## src/rtl/fdas_emif_cal_pkg.sv

```systemverilog
// Shared types and default constants for the FDAS EMIF calibration supervisor.
package fdas_emif_cal_pkg;

   typedef enum logic [2:0] {
      IDLE   = 3'd0,
      RESET  = 3'd1,
      WAIT   = 3'd2,
      READY  = 3'd3,
      FAILED = 3'd4,
      ERROR  = 3'd5
   } cal_mon_state_t;

   localparam int DEF_RST_PULSE      = 256;
   localparam int DEF_TIMEOUT_CYCLES = 16777215;
   localparam int DEF_MAX_RETRY      = 3;

endpackage

```

## src/rtl/fdas_sync2.sv

```systemverilog
// Parameterised-width two-flop synchroniser, async active-low reset to zero.
module fdas_sync2 #(
   parameter int W = 1
) (
   input  logic         clk,
   input  logic         rst_n,
   input  logic [W-1:0] d,
   output logic [W-1:0] q
);

   logic [W-1:0] meta_q;
   logic [W-1:0] sync_q;

   // metastability stage followed by the stable output stage
   always_ff @(posedge clk or negedge rst_n) begin
      if (!rst_n) begin
         meta_q <= {W{1'b0}};
         sync_q <= {W{1'b0}};
      end else begin
         meta_q <= d;
         sync_q <= meta_q;
      end
   end

   assign q = sync_q;

endmodule

```

## src/rtl/fdas_emif_cal_monitor.sv

```systemverilog
// Sequences EMIF resets, supervises calibration with timeout and bounded retries.
// Optional FDAS_CAL_MON_STATS_EN adds a start-to-ready cycle counter on cal_cycles.
module fdas_emif_cal_monitor
   import fdas_emif_cal_pkg::*;
#(
   parameter int NUM_IF         = 2,
   parameter int RST_PULSE      = DEF_RST_PULSE,
   parameter int TIMEOUT_CYCLES = DEF_TIMEOUT_CYCLES,
   parameter int MAX_RETRY      = DEF_MAX_RETRY
) (
   input  logic              clk,
   input  logic              rst_n,
   input  logic              start,
   input  logic [NUM_IF-1:0] cal_success,
   input  logic [NUM_IF-1:0] cal_fail,
   output logic [NUM_IF-1:0] emif_rst_n,
   output logic              ddr_ready,
   output logic              cal_error,
   output logic [3:0]        retry_cnt,
   output logic [NUM_IF-1:0] fail_mask,
   output logic [31:0]       cal_cycles
);

   localparam int RW = $clog2(RST_PULSE + 1);
   localparam int TW = $clog2(TIMEOUT_CYCLES + 1);

   cal_mon_state_t    state_q, state_d;
   logic [RW-1:0]     rst_cnt_q, rst_cnt_d;
   logic [TW-1:0]     to_cnt_q, to_cnt_d;
   logic [3:0]        retry_cnt_q, retry_cnt_d;
   logic [NUM_IF-1:0] fail_mask_q, fail_mask_d;
   logic [NUM_IF-1:0] emif_rst_n_q, emif_rst_n_d;
   logic              ddr_ready_q, ddr_ready_d;
   logic              cal_error_q, cal_error_d;
   logic [NUM_IF-1:0] succ_s, fail_s;
   logic              timeout_s, start_acc_s;

   fdas_sync2 #(.W(NUM_IF)) u_sync_success (.clk(clk), .rst_n(rst_n), .d(cal_success), .q(succ_s));
   fdas_sync2 #(.W(NUM_IF)) u_sync_fail    (.clk(clk), .rst_n(rst_n), .d(cal_fail),    .q(fail_s));

   assign timeout_s   = (to_cnt_q == TW'(TIMEOUT_CYCLES - 1));
   assign start_acc_s = start && ((state_q == IDLE) || (state_q == ERROR));

   // state register and registered outputs
   always_ff @(posedge clk or negedge rst_n) begin
      if (!rst_n) begin
         state_q      <= IDLE;
         rst_cnt_q    <= {RW{1'b0}};
         to_cnt_q     <= {TW{1'b0}};
         retry_cnt_q  <= 4'd0;
         fail_mask_q  <= {NUM_IF{1'b0}};
         emif_rst_n_q <= {NUM_IF{1'b0}};
         ddr_ready_q  <= 1'b0;
         cal_error_q  <= 1'b0;
      end else begin
         state_q      <= state_d;
         rst_cnt_q    <= rst_cnt_d;
         to_cnt_q     <= to_cnt_d;
         retry_cnt_q  <= retry_cnt_d;
         fail_mask_q  <= fail_mask_d;
         emif_rst_n_q <= emif_rst_n_d;
         ddr_ready_q  <= ddr_ready_d;
         cal_error_q  <= cal_error_d;
      end
   end

   // next-state: fail beats timeout beats all-success
   always_comb begin
      state_d = state_q;
      case (state_q)
         IDLE:    if (start) state_d = RESET; else state_d = IDLE;
         RESET:   if (rst_cnt_q == RW'(RST_PULSE - 1)) state_d = WAIT; else state_d = RESET;
         WAIT: begin
            if ((|fail_s) || timeout_s) state_d = FAILED;
            else if (&succ_s)           state_d = READY;
            else                        state_d = WAIT;
         end
         READY:   if (!(&succ_s)) state_d = FAILED; else state_d = READY;
         FAILED:  if (retry_cnt_q == 4'(MAX_RETRY)) state_d = ERROR; else state_d = RESET;
         ERROR:   if (start) state_d = RESET; else state_d = ERROR;
         default: state_d = IDLE;
      endcase
   end

   // counters, retry bookkeeping and output decode
   always_comb begin
      rst_cnt_d   = {RW{1'b0}};
      to_cnt_d    = {TW{1'b0}};
      retry_cnt_d = retry_cnt_q;
      fail_mask_d = fail_mask_q;
      if ((state_q == RESET) && (state_d == RESET)) begin
         rst_cnt_d = rst_cnt_q + RW'(1);
      end else begin
         rst_cnt_d = {RW{1'b0}};
      end
      if ((state_q == WAIT) && (state_d == WAIT)) begin
         to_cnt_d = (to_cnt_q != {TW{1'b1}}) ? to_cnt_q + TW'(1) : to_cnt_q;
      end else begin
         to_cnt_d = {TW{1'b0}};
      end
      if (start_acc_s) begin
         retry_cnt_d = 4'd0;
         fail_mask_d = {NUM_IF{1'b0}};
      end else if ((state_q == FAILED) && (state_d == RESET)) begin
         retry_cnt_d = retry_cnt_q + 4'd1;
      end else if ((state_q == WAIT) && (state_d == FAILED)) begin
         fail_mask_d = fail_s | (timeout_s ? ~succ_s : {NUM_IF{1'b0}});
      end else if ((state_q == READY) && (state_d == FAILED)) begin
         fail_mask_d = ~succ_s;
      end else begin
         fail_mask_d = fail_mask_q;
      end
      emif_rst_n_d = {NUM_IF{state_d inside {WAIT, READY, FAILED}}};
      // ready is held through the one FAILED cycle that follows a loss
      ddr_ready_d  = (state_d == READY) || ((state_d == FAILED) && (state_q == READY));
      cal_error_d  = (state_d == ERROR);
   end

`ifdef FDAS_CAL_MON_STATS_EN
   logic [31:0] stat_cnt_q, stat_cnt_d;
   logic [31:0] cal_cycles_q, cal_cycles_d;

   // start-to-ready cycle counter, frozen into cal_cycles on READY entry
   always_comb begin
      stat_cnt_d = stat_cnt_q;
      if (start_acc_s) begin
         stat_cnt_d = 32'd0;
      end else if ((state_q inside {RESET, WAIT, FAILED}) && (stat_cnt_q != 32'hFFFF_FFFF)) begin
         stat_cnt_d = stat_cnt_q + 32'd1;
      end else begin
         stat_cnt_d = stat_cnt_q;
      end
      if ((state_d == READY) && (state_q != READY)) cal_cycles_d = stat_cnt_d;
      else                                          cal_cycles_d = cal_cycles_q;
   end

   // statistics registers
   always_ff @(posedge clk or negedge rst_n) begin
      if (!rst_n) begin
         stat_cnt_q   <= 32'd0;
         cal_cycles_q <= 32'd0;
      end else begin
         stat_cnt_q   <= stat_cnt_d;
         cal_cycles_q <= cal_cycles_d;
      end
   end

   assign cal_cycles = cal_cycles_q;
`else
   assign cal_cycles = 32'd0;
`endif

   assign emif_rst_n = emif_rst_n_q;
   assign ddr_ready  = ddr_ready_q;
   assign cal_error  = cal_error_q;
   assign retry_cnt  = retry_cnt_q;
   assign fail_mask  = fail_mask_q;

endmodule

```

## config.mk

```make
export PLATFORM = sky130hd
export DESIGN_NAME = fdas_emif_cal_monitor
export DESIGN_NICKNAME = d
export VERILOG_FILES = /design/src/rtl/fdas_emif_cal_pkg.sv /design/src/rtl/fdas_sync2.sv /design/src/rtl/fdas_emif_cal_monitor.sv
export SDC_FILE = /design/constraint.sdc
export NUM_CORES = 1
export LEC_CHECK = 0
export ABC_AREA = 0
export BUFFER_PORTS_ARGS = -buffer_cell sky130_fd_sc_hd__buf_2
export CORE_MARGIN = 2
export CORE_UTILIZATION = 51
export DETAILED_ROUTE_END_ITERATION = 7
export PLACE_DENSITY = 0.78
export SLEW_MARGIN = 20
export SYNTH_ARGS = -nofsm -noshare
export SYNTH_HDL_FRONTEND = slang
export SYNTH_HIERARCHICAL = 1
export SYNTH_SLANG_ARGS = --single-unit
```

## constraint.sdc

```tcl
create_clock -name clk -period 2.43 [get_ports clk]
set_input_delay 0.243 -clock clk [delete_from_list [all_inputs] [get_ports clk]]
set_output_delay 0.243 -clock clk [all_outputs]
set_load 0.05 [all_outputs]
```

==> impl_metrics.toml <==
[final_layout]
final_net_count = 339
final_common_cell = "dfrtp_1"
mostFrequentLayoutCells = "dfrtp_1 (53), nor2_1 (34), conb_1 (32), nand2_1 (24)"
stdcell_count = 400
layout-drive-gt1-share = 0.125
area_growth_pct = 4.39
antenna_cells = 0

[grt]
track_usage = 0.186
grt_overflow = 0
antenna_found_initial = 0
grt_pass1_vias = 2071
grt_max_degree = 25
grt_pass1_wl_mm = 9.27

[die]
die_h_microns = 79.8
io_pins = 49
core_area_sq_um = 5540
fp-row-count = 27
fp.dieW_microns = 79.8
start_util = 0.529
die_area_sq_um = 6370

[drt]
drc_errors = 0
wl_mm = 5.37
drtIter0Drc = 133
dr_total_vias = 2196
drtAntennaViolNets = 0
firstDrtPassIters = 4
wl_per_cell_microns = 13.4
vias_per_cell = 5.49

[power_and_ir_drop]
share_comb_of_total_power = 0.163
power_frac_seq = 0.566
p_clk_frac = 0.271
power.leakage_nw = 1.30
power_switching_w = 0.000565
power.density_nw_per_um2 = 591
p_int_w = 0.00124
p_sw_frac = 0.312
irDropWorstVdd_uv = 466

[clocking]
cts_root_buffer = "clkbuf_8"
cts_tree = "built"
cts_resized = 0
clk_path_buf_depth = 2
cts.sink_count = 53
cts_htree_levels = 2
postCtsHoldBufs = 1
cts_made_buffers = 5
clk_latency_ns = 0.30
cts_setup_buffers = 0
clkTransAtPathRegs_ns = 0.10

[placed_design]
hpwl_mm = 3.97
dp_cells = 391
portBuffers = 16
gp_congestion = 0.918

[setup_path]
cpMaxStageDelayCell = "dfrtp_1"
crit_required_ns = 2.66
critPathCaptureType = "register"
path_delay_family = "simple AND/OR/NAND/NOR gates"
crit_chain = "ha_1 > and3_1 > a311o_1 > or4_1 > a21oi_1"
worst-path-buf-inv = 0
criticalPathCategory = "register to register"
critPathLaunchType = "register"
reg2regPathDepth = 5
crit_path_max_incr_delay_ns = 0.44
crit_path_max_fanout = 6
startpoint = "to_cnt_q[1]$_DFFE_PN0P_"
cp.arrival_ns = 2.24
r2r-start = "to_cnt_q[1]$_DFFE_PN0P_"
cp_num_cells = 5

[synth]
yosysSeqAreaShare = 0.452
yosysTopAreaCell = "dfrtp_1"
synth_enable_flop_cells = 0
yosys_warnings = 6
ys_types = 52
async_flop_share = 1.00
synthCells = 308
synth_area_sq_um = 2930
synth-seq-cells = 53
ys.flop_type = "dfrtp_1"
synth.avg_cell_area_sq_um = 9.52
synth_area_leaders = "dfrtp_1 (45%), buf_4 (9.0%), nor2_1 (4.4%)"
synth_top_area_frac = 0.452

[timing]
setup_viol = 0
final.setup_skew_ns = 0.00644
fin_crit_sh = 0.828
hold_viol = 0
slew_headroom = 0.530
max_freq_mhz = 497
rsz0062_at_grt = "false"
min_period_ns = 2.01
max_slew.worst_pin.slew_ns = 0.699
fin_setup_tns_ns = 0
finalMaxSlewViolations = 0

[run_status]
status = "completed"

[flow_run]
max_cap_viol_count = 0

[worst_hold_path]
hold_depth = 1
hold_class = "input pin to register"
hold_start = "cal_fail[1]"
cell usage after synthesis, drive strengths merged (4+ instances only):
| library cell | instances |
|---|---|
| clkbuf | 5 |
| dfrtp | 53 |
| xor2 | 6 |
| or3 | 7 |
| buf | 36 |
| inv | 9 |
| nand2 | 24 |
| a21oi | 17 |
| ha | 5 |
| nand4 | 12 |
| o21ai | 9 |
| and3 | 6 |
| a31oi | 4 |
| nand3 | 11 |
| nor3 | 11 |
| nor2 | 34 |
| xnor2 | 14 |
| and4 | 6 |
cell type report:
cell class,instances,area (sq um)
Fill cell,490,2480
Multi-Input combinational cell,236,1400
Sequential cell,53,1330
Timing Repair Buffer,22,128
Tap cell,72,90.1
Clock buffer,6,72.6
Inverter,9,33.8
Clock inverter,2,15.0
per-stage QoR:
| stage | area [sq um] | setup slack, ns | hold WS (ns) | power, W | utilization |
|---|---|---|---|---|---|
| final | 3060 | 0.419 | 0.0393 | 0.00181 | 0.553 |
| after global routing | 3060 | 0.242 | 0.0201 | 0.00191 | 0.553 |
| after CTS | 3060 | 0.423 | 0.0319 | 0.00182 | 0.553 |
| after detailed placement | 2960 | 0.441 | 0.135 | 0.00134 | 0.535 |
| after global placement | 2960 | 0.502 | 0.131 | 0.00132 | 0.535 |
| after floorplan | 3050 | 0.525 | -0.0526 | 0.00131 | - |
final timing paths:
kind / end / slack [ns]
max in group asynchronous: to_cnt_q[16]$_DFFE_PN0P_ / 1.47
worst max-delay path: to_cnt_q[17]$_DFFE_PN0P_ / 0.42
worst min register to register: u_sync_fail/q[1]$_DFF_PN0_ / 0.35
worst max register to register: to_cnt_q[17]$_DFFE_PN0P_ / 0.42
min in group asynchronous: u_sync_success/q[0]$_DFF_PN0_ / 0.36
worst min-delay path: u_sync_fail/meta_q[1]$_DFF_PN0_ / 0.04
power by group through the flow:
stage | sequential [W] | combinational [W] | clock (W)
after CTS | 0.00102 | 0.000298 | 0.000502
after global routing | 0.00104 | 0.000338 | 0.000540
final | 0.00102 | 0.000296 | 0.000490
after global placement | 0.00104 | 0.000287 | 0
after floorplan | 0.00104 | 0.000273 | 0
after detailed placement | 0.00104 | 0.000296 | 0
kinds of logic (layout without fill, tap and decap cells):
kind of cell | Yosys count | after routing | share of synthesized area
buf+inv | 50 | 39 | 0.111
other cells | 1 | 32 | 0.00128
fa+ha+maj | 5 | 5 | 0.0213
compound gates | 46 | 46 | 0.106
mux | 3 | 3 | 0.0102
flops | 53 | 53 | 0.452
simple gates | 130 | 130 | 0.238
xor+xnor | 20 | 20 | 0.0597
registers in the layout (all words and copies together), names as in the netlist:
register and flops:
cal_error 1, emif_rst_n 1, fail_mask 2, u_sync_fail/meta_q 2, u_sync_success/q 2, retry_cnt 4
to_cnt_q 24, u_sync_fail/q 2, ddr_ready 1, rst_cnt_q 9, state_q 3, u_sync_success/meta_q 2
layer usage:
metal	GRT usage	routed length (microns)
met5	0	0
met4	0.0729	85
met3	0.0396	259
met2	0.304	2560
met1	0.240	2460
(Power assumes the default switching activity.)
